## config.mk

```make
export PLATFORM = sky130hd
export DESIGN_NAME = mem_access_unit_flat
export DESIGN_NICKNAME = d
export VERILOG_FILES = /design/src/rtl/mem_access_unit_if.sv /design/src/rtl/mem_access_unit.sv /design/src/flat_wrapper.sv
export SDC_FILE = /design/constraint.sdc
export NUM_CORES = 1
export LEC_CHECK = 0
export BUFFER_PORTS_ARGS = -buffer_cell sky130_fd_sc_hd__buf_4
export CAP_MARGIN = 15
export CORE_MARGIN = 5
export CORE_UTILIZATION = 45
export CTS_CLUSTER_DIAMETER = 120
export CTS_CLUSTER_SIZE = 24
export DETAILED_ROUTE_END_ITERATION = 8
export PLACE_DENSITY_LB_ADDON = 0.15
export SYNTH_ARGS = -nofsm -noshare
export SYNTH_HDL_FRONTEND = slang
export SYNTH_SLANG_ARGS = --single-unit
```

## constraint.sdc

```tcl
create_clock -name clk -period 6.03 [get_ports clk]
set_input_delay 0 -clock clk [delete_from_list [all_inputs] [get_ports clk]]
set_output_delay 0 -clock clk [all_outputs]
set_load 0.1 [all_outputs]
```

## src/rtl/mem_access_unit_if.sv

```systemverilog
// Handshake and data-bus bundle for mem_access_unit.
// slave = the unit, master = upstream pipeline plus bus.
interface mem_access_unit_if #(
   parameter int XLEN = 64,
   parameter int AW   = 64
);
   localparam int NB = XLEN / 8;

   logic            in_valid;
   logic            in_ready;
   logic [AW-1:0]   in_addr;
   logic [XLEN-1:0] in_wdata;
   logic [2:0]      in_msize;
   logic            in_read;
   logic            in_write;
   logic            in_unsigned;

   logic            out_valid;
   logic            out_ready;
   logic [XLEN-1:0] out_rdata;
   logic            out_misalign;
   logic            stall;

   logic            dreq_valid;
   logic [AW-1:0]   dreq_addr;
   logic [2:0]      dreq_size;
   logic [NB-1:0]   dreq_strobe;
   logic [XLEN-1:0] dreq_data;

   logic            dresp_addr_ok;
   logic            dresp_data_ok;
   logic [XLEN-1:0] dresp_data;

   modport slave (
      input  in_valid, in_addr, in_wdata, in_msize,
      input  in_read, in_write, in_unsigned, out_ready,
      input  dresp_addr_ok, dresp_data_ok, dresp_data,
      output in_ready, out_valid, out_rdata, out_misalign,
      output stall, dreq_valid, dreq_addr, dreq_size,
      output dreq_strobe, dreq_data
   );

   modport master (
      output in_valid, in_addr, in_wdata, in_msize,
      output in_read, in_write, in_unsigned, out_ready,
      output dresp_addr_ok, dresp_data_ok, dresp_data,
      input  in_ready, out_valid, out_rdata, out_misalign,
      input  stall, dreq_valid, dreq_addr, dreq_size,
      input  dreq_strobe, dreq_data
   );
endinterface

```

## src/rtl/mem_access_unit.sv

```systemverilog
// Memory-stage bus engine: one load/store per handshake, two-beat
// split of word-crossing accesses when MEM_SPLIT_EN is defined.
module mem_access_unit #(
   parameter int XLEN = 64,
   parameter int AW   = 64
) (
   input  logic         clk,
   input  logic         reset,
   mem_access_unit_if.slave bus
);
   localparam int NB = XLEN / 8;
   localparam int OW = $clog2(NB);

   typedef enum logic [1:0] {
      IDLE, BEAT0, BEAT1, DONE
   } state_t;

   state_t state, state_nx;

   logic [AW-1:0]   addr_q;
   logic [XLEN-1:0] wdata_q;
   logic [2:0]      msize_q;
   logic            rd_q, wr_q, uns_q;
   logic            split_q;
   logic [XLEN-1:0] rdata_q;

   logic            accept, bus_op, in_split, ld, ok;
   logic [OW-1:0]   off;
   logic [2*NB-1:0]   smask;
   logic [2*XLEN-1:0] sdata;
   logic            unused;

   assign accept = bus.in_valid & bus.in_ready;
   assign bus_op = bus.in_read | bus.in_write;
   assign in_split = (32'(bus.in_addr[OW-1:0])
                    + (32'd1 << bus.in_msize)) > 32'(NB);
   assign ld  = rd_q & ~wr_q;
   assign ok  = bus.dresp_data_ok;
   assign off = addr_q[OW-1:0];

   // truncate to 2^sz bytes, then sign/zero fill
   function automatic logic [XLEN-1:0] ext(
      input logic [XLEN-1:0] raw,
      input logic [2:0]      sz,
      input logic            uns
   );
      logic [XLEN-1:0] keep, t;
      logic            fill;
      int              nb;
      nb = 1 << sz;
      if (nb > NB) nb = NB;
      keep = (nb >= NB) ? '1
           : ((XLEN'(1) << (8 * nb)) - XLEN'(1));
      t = raw >> (8 * nb - 1);
      fill = ~uns & t[0];
      return (raw & keep) | ({XLEN{fill}} & ~keep);
   endfunction

   always_ff @(posedge clk or posedge reset) begin
      if (reset) state <= IDLE;
      else       state <= state_nx;
   end

   always_comb begin
      state_nx = state;
      unique case (state)
         IDLE: if (accept) begin
            if (!bus_op) state_nx = DONE;
`ifndef MEM_SPLIT_EN
            else if (in_split) state_nx = DONE;
`endif
            else state_nx = BEAT0;
         end
         BEAT0: if (ok) begin
`ifdef MEM_SPLIT_EN
            state_nx = split_q ? BEAT1 : DONE;
`else
            state_nx = DONE;
`endif
         end
`ifdef MEM_SPLIT_EN
         BEAT1: if (ok) state_nx = DONE;
`else
         BEAT1: state_nx = IDLE;
`endif
         DONE: if (bus.out_ready) state_nx = IDLE;
         default: state_nx = IDLE;
      endcase
   end

`ifdef MEM_SPLIT_EN
   logic [XLEN-1:0]  lbuf;
   logic [OW+3:0]    sh1;
   assign sh1 = {(OW+1)'(NB) - (OW+1)'(off), 3'b000};
   assign unused = bus.dresp_addr_ok;
   assign bus.out_misalign = 1'b0;
`else
   logic mis_q;
   assign unused = ^{bus.dresp_addr_ok,
                     smask[2*NB-1:NB],
                     sdata[2*XLEN-1:XLEN]};
   assign bus.out_misalign = mis_q;
`endif

   always_ff @(posedge clk or posedge reset) begin
      if (reset) begin
         addr_q  <= '0;
         wdata_q <= '0;
         msize_q <= '0;
         rd_q    <= 1'b0;
         wr_q    <= 1'b0;
         uns_q   <= 1'b0;
         split_q <= 1'b0;
         rdata_q <= '0;
`ifdef MEM_SPLIT_EN
         lbuf    <= '0;
`else
         mis_q   <= 1'b0;
`endif
      end else begin
         if (accept) begin
            addr_q  <= bus.in_addr;
            wdata_q <= bus.in_wdata;
            msize_q <= bus.in_msize;
            rd_q    <= bus.in_read;
            wr_q    <= bus.in_write;
            uns_q   <= bus.in_unsigned;
            split_q <= in_split;
            rdata_q <= '0;
`ifndef MEM_SPLIT_EN
            mis_q   <= in_split & bus_op;
`endif
         end
         if (state == BEAT0 && ok) begin
`ifdef MEM_SPLIT_EN
            lbuf <= bus.dresp_data >> {off, 3'b000};
            if (ld && !split_q)
`else
            if (ld)
`endif
               rdata_q <= ext(bus.dresp_data >> {off, 3'b000},
                              msize_q, uns_q);
         end
`ifdef MEM_SPLIT_EN
         // high bytes of the result come from lane 0 upward
         if (state == BEAT1 && ok && ld)
            rdata_q <= ext(lbuf | (bus.dresp_data << sh1),
                           msize_q, uns_q);
`endif
      end
   end

   assign smask = wr_q
      ? (((2*NB)'(1) << (32'd1 << msize_q)) - (2*NB)'(1)) << off
      : '0;
   assign sdata = {{XLEN{1'b0}}, wdata_q} << {off, 3'b000};

   logic            rq_valid;
   logic [AW-1:0]   rq_addr;
   logic [2:0]      rq_size;
   logic [NB-1:0]   rq_strobe;
   logic [XLEN-1:0] rq_data;

   always_comb begin
      rq_valid  = 1'b0;
      rq_addr   = '0;
      rq_size   = '0;
      rq_strobe = '0;
      rq_data   = '0;
      if (state == BEAT0) begin
         rq_valid  = 1'b1;
         rq_addr   = split_q ? {addr_q[AW-1:OW], {OW{1'b0}}}
                             : addr_q;
         rq_size   = split_q ? 3'(OW) : msize_q;
         rq_strobe = smask[NB-1:0];
         rq_data   = sdata[XLEN-1:0];
      end
`ifdef MEM_SPLIT_EN
      else if (state == BEAT1) begin
         rq_valid  = 1'b1;
         rq_addr   = {addr_q[AW-1:OW], {OW{1'b0}}} + AW'(NB);
         rq_size   = 3'(OW);
         rq_strobe = smask[2*NB-1:NB];
         rq_data   = sdata[2*XLEN-1:XLEN];
      end
`endif
   end

   assign bus.dreq_valid  = rq_valid;
   assign bus.dreq_addr   = rq_addr;
   assign bus.dreq_size   = rq_size;
   assign bus.dreq_strobe = rq_strobe;
   assign bus.dreq_data   = rq_data;

   assign bus.in_ready  = (state == IDLE);
   assign bus.stall     = (state != IDLE);
   assign bus.out_valid = (state == DONE);
   assign bus.out_rdata = rdata_q;
endmodule

```

## src/flat_wrapper.sv

```systemverilog
// flat-port wrapper written by rule: the top's interface ports become plain ports
module mem_access_unit_flat 
#(
   parameter int XLEN = 64,
   parameter int AW   = 64
)
  (clk, reset, bus_in_valid, bus_in_addr, bus_in_wdata, bus_in_msize, bus_in_read, bus_in_write, bus_in_unsigned, bus_out_ready, bus_dresp_addr_ok, bus_dresp_data_ok, bus_dresp_data, bus_in_ready, bus_out_valid, bus_out_rdata, bus_out_misalign, bus_stall, bus_dreq_valid, bus_dreq_addr, bus_dreq_size, bus_dreq_strobe, bus_dreq_data);
  mem_access_unit_if #(.XLEN(XLEN), .AW(AW)) bus_i ();
  input  logic clk;
  input  logic reset;
  input wire logic [$bits(bus_i.in_valid)-1:0] bus_in_valid;
  input wire logic [$bits(bus_i.in_addr)-1:0] bus_in_addr;
  input wire logic [$bits(bus_i.in_wdata)-1:0] bus_in_wdata;
  input wire logic [$bits(bus_i.in_msize)-1:0] bus_in_msize;
  input wire logic [$bits(bus_i.in_read)-1:0] bus_in_read;
  input wire logic [$bits(bus_i.in_write)-1:0] bus_in_write;
  input wire logic [$bits(bus_i.in_unsigned)-1:0] bus_in_unsigned;
  input wire logic [$bits(bus_i.out_ready)-1:0] bus_out_ready;
  input wire logic [$bits(bus_i.dresp_addr_ok)-1:0] bus_dresp_addr_ok;
  input wire logic [$bits(bus_i.dresp_data_ok)-1:0] bus_dresp_data_ok;
  input wire logic [$bits(bus_i.dresp_data)-1:0] bus_dresp_data;
  output wire logic [$bits(bus_i.in_ready)-1:0] bus_in_ready;
  output wire logic [$bits(bus_i.out_valid)-1:0] bus_out_valid;
  output wire logic [$bits(bus_i.out_rdata)-1:0] bus_out_rdata;
  output wire logic [$bits(bus_i.out_misalign)-1:0] bus_out_misalign;
  output wire logic [$bits(bus_i.stall)-1:0] bus_stall;
  output wire logic [$bits(bus_i.dreq_valid)-1:0] bus_dreq_valid;
  output wire logic [$bits(bus_i.dreq_addr)-1:0] bus_dreq_addr;
  output wire logic [$bits(bus_i.dreq_size)-1:0] bus_dreq_size;
  output wire logic [$bits(bus_i.dreq_strobe)-1:0] bus_dreq_strobe;
  output wire logic [$bits(bus_i.dreq_data)-1:0] bus_dreq_data;
  assign bus_i.in_valid = bus_in_valid;
  assign bus_i.in_addr = bus_in_addr;
  assign bus_i.in_wdata = bus_in_wdata;
  assign bus_i.in_msize = bus_in_msize;
  assign bus_i.in_read = bus_in_read;
  assign bus_i.in_write = bus_in_write;
  assign bus_i.in_unsigned = bus_in_unsigned;
  assign bus_i.out_ready = bus_out_ready;
  assign bus_i.dresp_addr_ok = bus_dresp_addr_ok;
  assign bus_i.dresp_data_ok = bus_dresp_data_ok;
  assign bus_i.dresp_data = bus_dresp_data;
  assign bus_in_ready = bus_i.in_ready;
  assign bus_out_valid = bus_i.out_valid;
  assign bus_out_rdata = bus_i.out_rdata;
  assign bus_out_misalign = bus_i.out_misalign;
  assign bus_stall = bus_i.stall;
  assign bus_dreq_valid = bus_i.dreq_valid;
  assign bus_dreq_addr = bus_i.dreq_addr;
  assign bus_dreq_size = bus_i.dreq_size;
  assign bus_dreq_strobe = bus_i.dreq_strobe;
  assign bus_dreq_data = bus_i.dreq_data;
  mem_access_unit #(.XLEN(XLEN), .AW(AW)) u_core (.clk(clk), .reset(reset), .bus(bus_i));
endmodule
```

==> impl_metrics.json, run 1 <==
{
  "numCtsBuffers": 12,
  "initial_utilization_pct": 45.2,
  "antenna_found_initial": 3,
  "wl_per_cell_um": 20.7,
  "synth-seq-area-share_pct": 39.3,
  "vias": 13100,
  "most-common-layout-cells": "nand2_1, buf_4, dfrtp_1",
  "cts_tree": "done",
  "port_buffers": 410,
  "critPathMaxStageDelay_ns": 0.65,
  "grt-ovfl-total": 0,
  "synthTopCellsByArea": "dfrtp_1, nand2_1, mux4_2, mux2i_1, and2_1",
  "multi_input_area_um2": 7240,
  "n_fill_cell": 2387,
  "crit_fanout": 19,
  "gp_congestion": 0.896,
  "path_clk_slew_ns": 0.10,
  "hold_violations": 0,
  "cts.path.max_buffers": 3,
  "num_rows": 62,
  "core_um2": 28500,
  "track_usage_pct": 29.1,
  "period_share_pct": 64.6,
  "cp.required_ns": 6.03,
  "status": "finished clean",
  "first_pass_iters": 7,
  "h-tree-depth": 1,
  "avgViaCountPerCell": 5.63,
  "hold-path-cell-count": 5,
  "ys_async_sr_fraction_pct": 100,
  "synth.distinct_cells": 71,
  "hold_path.class": "in -> reg",
  "yosys_warnings": 0,
  "critical_path.cell_chain": "nor3_4 > inv_1 > ha_1 > or3b_2 > o21a_1 > o32ai_1 > a21oi_1 > o21ai_0 > nor2b_1 > buf_4",
  "max_slew_margin_pct": 29.9,
  "r2r_cells": 7,
  "dieArea_um2": 32100,
  "syn_area_um2": 12900,
  "ctsRootBufferMaster": "clkbuf_16",
  "cp-end-kind": "output pin",
  "arrival_ns": 3.89,
  "grt_pass1_vias": 13200,
  "drv_slew": 0,
  "crit_type": "reg -> out",
  "maxCapViolCount": 0,
  "fin_skew_ns": 0.0133,
  "rsz0062_at_grt": "no",
  "yosysTopAreaCell": "dfrtp_1",
  "start_kind": "flip-flop",
  "ff_latch_area_um2": 5060,
  "grt_pass1_wl_mm": 73.8,
  "hpwl_mm": 33.5,
  "post-route-min-period_ns": 3.89,
  "ant_nets": 0,
  "clock_sinks": 202,
  "synth-seq-cells": 202,
  "yosys_most_used_dff": "dfrtp_1",
  "slowest_stage": "dfrtp_1",
  "clkLatencyLatePin_ns": 0.48,
  "synth_top_area_share_pct": 39.3,
  "drt-total-wl_mm": 48.3,
  "max_slew.worst_pin.slew_ns": 1.05,
  "setup_violations": 0,
  "fmax_mhz": 257,
  "drc": 0,
  "initialDrtViolationCount": 1154,
  "die_x_um": 179,
  "synthesis.instances": 1462,
  "nNetsFinal": 2156,
  "final_common_cell": "nand2_1",
  "die_h_um": 179,
  "tns_ns": 0,
  "drive_gt1_share_pct": 29.4,
  "grt_max_degree": 135,
  "avgSynthCellArea_um2": 8.80,
  "cts-resized-gates": 0,
  "ios": 412,
  "area_delta_synth_final_pct": 40.0,
  "synth_edf_count": 0
}
-- layer usage --
layer,GRT usage (%),wire (µm),up-vias
met5,0,11,-
met4,11.7,2020,2
met3,5.19,3740,116
met2,50.2,24100,637
met1,36.3,18400,6376
li1,-,-,6016
-- sequential cells by signal, summed over array words and instances, names as in the netlist --
name,flops
u_core.split_q,1
u_core.uns_q,1
u_core.rd_q,1
u_core.bus.out_misalign,1
u_core.bus.out_rdata,64
u_core.msize_q,3
u_core.addr_q,64
u_core.wdata_q,64
u_core.wr_q,1
u_core.state,2
-- worst max-delay path, delay by kind of cell, from the launching register on --
family,cells,cell delay (ns)
AND/OR/NAND/NOR,3,1.30
buffers and inverters,2,0.55
AO/OA/AOI/OAI,4,0.57
adder cells (fa/ha/maj),1,0.34
flip-flops,1,0.65
-- layout make-up --
cell class,count,area share (%)
multi-input cells,1128,40.2
flip-flops and latches,202,28.1
repair buffers,583,26.5
well taps,384,2.67
clock buffers,15,1.90
inverters,17,0.396
clock inverters,3,0.236
diodes,2,0.0278
-- kinds of logic (layout without fill, tap and decap cells) --
| family | after synthesis | count (layout) | share of synthesized area (%) |
|---|---|---|---|
| AND/OR/NAND/NOR | 709 | 709 | 24.3 |
| AO/OA/AOI/OAI | 259 | 259 | 13.6 |
| other | 2 | 6 | 0.0584 |
| XOR/XNOR | 3 | 3 | 0.204 |
| adder cells (fa/ha/maj) | 8 | 8 | 0.836 |
| buffers and inverters | 134 | 618 | 4.75 |
| multiplexers | 145 | 145 | 17.0 |
| flip-flops | 202 | 202 | 39.3 |
-- timing repair --
action | CTS | global route
buffers inserted | 0 | 0
hold buffers | 155 | 0
endpoints found under the hold margin | 293 | 0
-- cells in the mapped netlist, drive strengths merged (15+ instances only) --
library cell / count
a21oi: 40
a22oi: 31
a31oi: 19
and2: 79
and3: 15
buf: 43
clkbuf: 74
dfrtp: 202
inv: 17
mux2: 25
mux2i: 64
mux4: 56
nand2: 451
nand3: 21
nor2: 79
nor3: 25
o21ai: 96
-- per-stage QoR --
step	instance area, µm²	hold slack, ns	utilization, %	setup slack [ns]	std cells
2_1_floorplan	12900	0.105	-	0.519	1464
3_3_place_gp	16100	0.190	56.4	2.49	2159
3_5_place_dp	16100	0.194	56.4	2.44	2159
4_1_cts	18000	0.0112	63.2	2.13	2332
5_1_grt	18000	0.0465	63.3	1.93	2334
6_report	18000	0.0254	63.3	2.14	2334
-- worst paths after layout --
path | start | to | slack, ns
min in group asynchronous | reset | u_core.addr_q[20] | 0.24
max in group asynchronous | reset | u_core.bus.out_rdata[33] | 4.20
worst min-delay path | bus_dresp_data[41] | u_core.bus.out_rdata[25] | 0.03
worst max-delay path | u_core.msize_q[0] | bus_dreq_strobe[5] | 2.14
worst max register to register | u_core.addr_q[1] | u_core.bus.out_rdata[41] | 2.40
worst min register to register | u_core.addr_q[47] | u_core.addr_q[47] | 0.47
Power of run 1 is left out: the tool's default activity adds up to more than one toggle a clock period on the data nets, which glitch-free logic cannot reach.
==> run 2: changes to the inputs <==
Settings changed: ABC_AREA set to 1.
Clock period 6.03 ns to 3.55 ns, I/O delays scaled along.
==> impl_metrics.json, run 2 <==
{
  "worstSetupEndpoint": "bus_dreq_strobe[7]",
  "antenna_found_initial": 2,
  "synth_top_area_share_pct": 41.8,
  "vias": 13800,
  "synth-seq-cells": 202,
  "drive_gt1_share_pct": 21.9,
  "setup_ws_ns": 0.573,
  "max_slew.worst_pin.slew_ns": 1.04,
  "final_common_cell": "nand2_1",
  "first_pass_iters": 5,
  "hold_path.class": "in -> reg",
  "core_um2": 26700,
  "avgSynthCellArea_um2": 6.95,
  "num_rows": 60,
  "ys_async_sr_fraction_pct": 100,
  "gp_congestion": 0.935,
  "drc": 0,
  "slowest_stage": "dfrtp_1",
  "setup_violations": 0,
  "post-route-min-period_ns": 2.98,
  "wl_per_cell_um": 18.5,
  "reg2reg_setup_slack_ns": 0.86,
  "grt-ovfl-total": 0,
  "rsz0062_at_grt": "no",
  "track_usage_pct": 30.0,
  "crit_fanout": 9,
  "r2r_cells": 7,
  "clkLatencyLatePin_ns": 0.47,
  "crit_type": "reg -> out",
  "synth.most_common_cell": "nand2_1",
  "cp-end-kind": "output pin",
  "ant_nets": 0,
  "post_cts_buffers": 0,
  "ios": 412,
  "yosys_warnings": 0,
  "arrival_ns": 2.98,
  "r2r-end": "u_core.bus.out_rdata[0]",
  "maxCapViolCount": 0,
  "die_x_um": 174,
  "grt_pass1_wl_mm": 74.3,
  "max_slew_margin_pct": 30.6,
  "fin_skew_ns": 0.0160,
  "synth.distinct_cells": 45,
  "ff_latch_area_um2": 5060,
  "initialDrtViolationCount": 1316,
  "cp.buffers_inverters": 2,
  "h-tree-depth": 1,
  "synthesis.instances": 1737,
  "synth-seq-area-share_pct": 41.8,
  "hold_violations": 0,
  "cp.required_ns": 3.55,
  "cts.path.max_buffers": 3,
  "grt_pass1_vias": 13900,
  "die_h_um": 174,
  "syn_area_um2": 12100,
  "status": "finished clean",
  "avgViaCountPerCell": 5.42,
  "critical_path.most_common_cell": "o21ai_0",
  "ctsRootBufferMaster": "clkbuf_16",
  "critPathTopFamily": "compound AO/OA/AOI/OAI gates",
  "most-common-layout-cells": "nand2_1, buf_4, o21ai_0",
  "initial_utilization_pct": 45.2,
  "crit_start": "u_core.msize_q[1]",
  "tns_ns": 0,
  "n_fill_cell": 2276,
  "nNetsFinal": 2423,
  "clock_sinks": 202,
  "yosysTopAreaCell": "dfrtp_1",
  "reg2reg_from": "u_core.addr_q[0]",
  "hpwl_mm": 32.7,
  "path_clk_slew_ns": 0.10,
  "start_kind": "flip-flop",
  "path_depth": 10,
  "synth_common_cells": "nand2_1, o21ai_0, dfrtp_1, nor2_1, a21oi_1",
  "port_buffers": 410,
  "cts_tree": "done",
  "fmax_mhz": 336,
  "critPathMaxStageDelay_ns": 0.46,
  "critical_path.cell_chain": "nor2_4 > nand2_4 > ha_1 > inv_1 > xor2_1 > nand2_1 > o21ai_0 > o21ai_0 > a211oi_2 > buf_4",
  "dieArea_um2": 30200,
  "drv_slew": 0,
  "period_share_pct": 83.9,
  "multi_input_area_um2": 5950,
  "grt_max_degree": 135,
  "dp_worst_setup_slack_ns": 1.06,
  "yosys_most_used_dff": "dfrtp_1",
  "synth_edf_count": 0,
  "area_delta_synth_final_pct": 42.6,
  "synthTopCellsByArea": "dfrtp_1, nand2_1, o21ai_0, a21oi_1, nor2_1",
  "drt-total-wl_mm": 47.3,
  "numCtsBuffers": 12
}
run 2: cell count changes in the layout (fill, tap and decap cells not counted), sizes merged, moves of 75 or more:
cell / before / now
and2: 79 / 1
inv: 17 / 147
o21ai: 96 / 222
nand2: 451 / 526
a21oi: 40 / 142
nor2: 79 / 166
run 2: cell families after synthesis:
group / after synthesis / synth area share, %
xor gates and xnor gates: 4 / 0.290
and+or+nand+nor: 786 / 26.6
AOI/OAI and AO/OA: 440 / 19.5
DFF: 202 / 41.8
other: 2 / 0.0622
muxes: 20 / 1.66
adders and majority gates: 8 / 0.891
buffers and inverters: 275 / 9.15
run 2: area by class of cell:
cell class                 instances  share of cell area, %
multi-input combinational       1262                   34.5
sequential                       202                   29.4
timing repair buffer             584                   28.2
inverter                         149                   3.36
tap                              341                   2.48
clock buffer                      14                   1.91
clock inverter                     1                 0.0944
antenna                            3                 0.0436
run 2: worst min-delay path, cell delays in order:
cell and delay [ns]:
buf_4 0.11, nand2_1 0.05, o211ai_1 0.08, o211ai_1 0.12, nand2_1 0.08
run 2: worst min path at each step:
| stage | cells after the start | endpoint | slack (ns) | from |
|---|---|---|---|---|
| 5_1_grt | 5 | u_core.bus.out_rdata[6] | 0.01 | bus_dresp_data[14] |
| 6_report | 5 | u_core.bus.out_rdata[5] | 0.001 | bus_dresp_data[13] |
| 2_1_floorplan | 2 | u_core.rd_q | 0.11 | bus_in_read |
| 4_1_cts | 5 | u_core.bus.out_rdata[5] | 0.003 | bus_dresp_data[13] |
| 3_3_place_gp | 3 | u_core.wdata_q[43] | 0.19 | bus_in_wdata[43] |
| 3_5_place_dp | 3 | u_core.wdata_q[35] | 0.20 | bus_in_wdata[35] |
run 2: stage by stage:
stage / cells / hold WS (ns) / utilization, % / instance area, µm²
6_report: 2556 / 0.00122 / 64.5 / 17200
5_1_grt: 2555 / 0.00992 / 64.4 / 17200
4_1_cts: 2552 / 0.00340 / 64.3 / 17200
3_5_place_dp: 2384 / 0.198 / 57.3 / 15300
3_3_place_gp: 2384 / 0.195 / 57.3 / 15300
2_1_floorplan: 1739 / 0.110 / - / 12100
run 2: repair_timing:
action | CTS | global route
endpoints found under the hold margin | 352 | 0
hold buffers | 153 | 0
gates resized for setup | 0 | 0
run 2: routing by layer:
layer	wire, µm	global-route usage [%]	vias to the layer above	part of all wire [%]
li1	-	-	6573	-
met1	18200	36.3	6485	39
met2	23200	52.3	648	49
met3	3640	5.87	135	7.7
met4	2200	12.7	0	4.7
met5	0	0	-	0
Power of run 2 is left out for the same reason.
==> run 3: changes to the inputs <==
Settings changed: ABC_AREA 1 to 0.
Clock period 3.55 ns to 2.4 ns, I/O delays scaled along.
==> impl_metrics.json, run 3 (synthesized netlist as in run 1, its figures left out) <==
{
  "num_rows": 62,
  "setup_violations": 77,
  "rsz0062_at_grt": "yes",
  "critical_path.cell_chain": "nor3_4 > inv_2 > ha_4 > or3b_4 > o21a_1 > o32ai_2 > nor2_2 > a211oi_4 > buf_12",
  "dp.cells": 2220,
  "grt_pass1_wl_mm": 81.6,
  "avgViaCountPerCell": 5.93,
  "instances_no_fill": 2458,
  "initial_utilization_pct": 45.2,
  "wl_per_cell_um": 23.4,
  "path_clk_slew_ns": 0.10,
  "drive_gt1_share_pct": 42.5,
  "dieArea_um2": 32100,
  "grt_max_degree": 86,
  "core_um2": 28500,
  "grt-ovfl-total": 0,
  "first_pass_iters": 6,
  "most-common-layout-cells": "nand2_1, buf_4, dfrtp_1",
  "ios": 412,
  "final_common_cell": "nand2_1",
  "gp_congestion": 0.920,
  "fin_skew_ns": 0.0292,
  "post-route-min-period_ns": 2.79,
  "port_buffers": 410,
  "cts_tree": "done",
  "status": "complete, but fails checks",
  "hold_violations": 0,
  "start_kind": "flip-flop",
  "ctsRootBufferMaster": "clkbuf_16",
  "setup_ws_ns": -0.385,
  "area_delta_synth_final_pct": 67.3,
  "slowest_stage": "dfrtp_2",
  "h-tree-depth": 1,
  "n_fill_cell": 1864,
  "fmax_mhz": 359,
  "arrival_ns": 2.79,
  "nNetsFinal": 2279,
  "numCtsBuffers": 12,
  "max_slew.worst_pin.slew_ns": 0.870,
  "critPathMaxStageDelay_ns": 0.44,
  "period_share_pct": 116,
  "cp-end-kind": "output pin",
  "initialDrtViolationCount": 1433,
  "maxCapViolCount": 0,
  "max_slew_margin_pct": 41.8,
  "grt_pass1_vias": 14400,
  "clock_sinks": 202,
  "clkLatencyLatePin_ns": 0.50,
  "die_x_um": 179,
  "drc": 0,
  "track_usage_pct": 32.6,
  "vias": 14600,
  "crit_type": "reg -> out",
  "violations": "negative setup slack",
  "cts.path.max_buffers": 3,
  "hpwl_mm": 35.5,
  "cp.required_ns": 2.40,
  "crit_fanout": 3,
  "die_h_um": 179,
  "drv_slew": 0,
  "hold_path.class": "in -> reg",
  "antenna_found_initial": 5,
  "ant_nets": 0,
  "drt-total-wl_mm": 57.4
}
[run 3: cell types whose count changed in the layout (fill, tap and decap cells not counted), moves of 66 or more]
cell / change
o21ai_0: -186
nor2_1: -132
inv_1: -124
a21oi_1: -119
nand2_1: -72
and2_1: +66
[run 3: through the flow]
step                      util [%]  hold slack [ns]  worst slack [ns]  area (µm²)  TNS, ns
final                         75.6           0.0224            -0.385       21500   -14.16
after global routing          75.6           0.0219            -0.483       21500   -21.58
after CTS                     71.8          0.00787            -0.393       20400    -7.53
after detailed placement      60.0           0.0763           -0.0948       17100    -1.58
after global placement        60.0           0.0798           -0.0468       17100   -0.927
after floorplan                  -            0.110            -0.778       13400   -72.51
[run 3: per-layer routing]
layer,vias up,GRT usage (%),share of wire [%]
met4,0,15.3,6.1
met3,240,6.20,9.7
met1,7045,39.9,35
met5,-,0,0
li1,6279,-,-
met2,1006,55.5,49
[run 3: worst paths after layout]
kind                               startpoint                  endpoint  slack (ns)  cells past startpoint
max                         u_core.msize_q[2]        bus_dreq_strobe[7]       -0.39                      9
min                        bus_dresp_data[46]  u_core.bus.out_rdata[30]        0.02                      5
max reg2reg                  u_core.addr_q[1]  u_core.bus.out_rdata[61]       -0.31                     10
min reg2reg                  u_core.addr_q[8]          u_core.addr_q[8]        0.47                      2
max in group asynchronous               reset         u_core.addr_q[55]        1.41                      4
min in group asynchronous               reset         u_core.addr_q[12]        0.11                      3
[run 3: layout make-up]
cell class                 instances  area [µm²]  share of cell area, %
tap                              384         480                   2.23
antenna                            5        12.5                 0.0581
multi-input combinational       1128        8430                   39.2
inverter                          17        75.1                  0.349
sequential                       202        5060                   23.5
timing repair buffer             706        7120                   33.1
clock inverter                     2        32.5                  0.151
clock buffer                      14         308                   1.43
[run 3: timing repair]
action,in CTS,in global routing
setup endpoints to repair,176,177
gates resized for setup,217,196
hold endpoints to repair,204,0
gates cloned,14,5
hold buffers,158,0
buffers inserted,24,22
pin swaps,58,46
[run 3: worst max-delay path: cells and delay by family, from the launching register on]
family | cells | cell delay (ns)
and+or+nand+nor | 3 | 0.67
buffers and inverters | 2 | 0.28
AOI/OAI and AO/OA | 3 | 0.72
adders and majority gates | 1 | 0.16
DFF | 1 | 0.44
Power of run 3 is left out for the same reason.
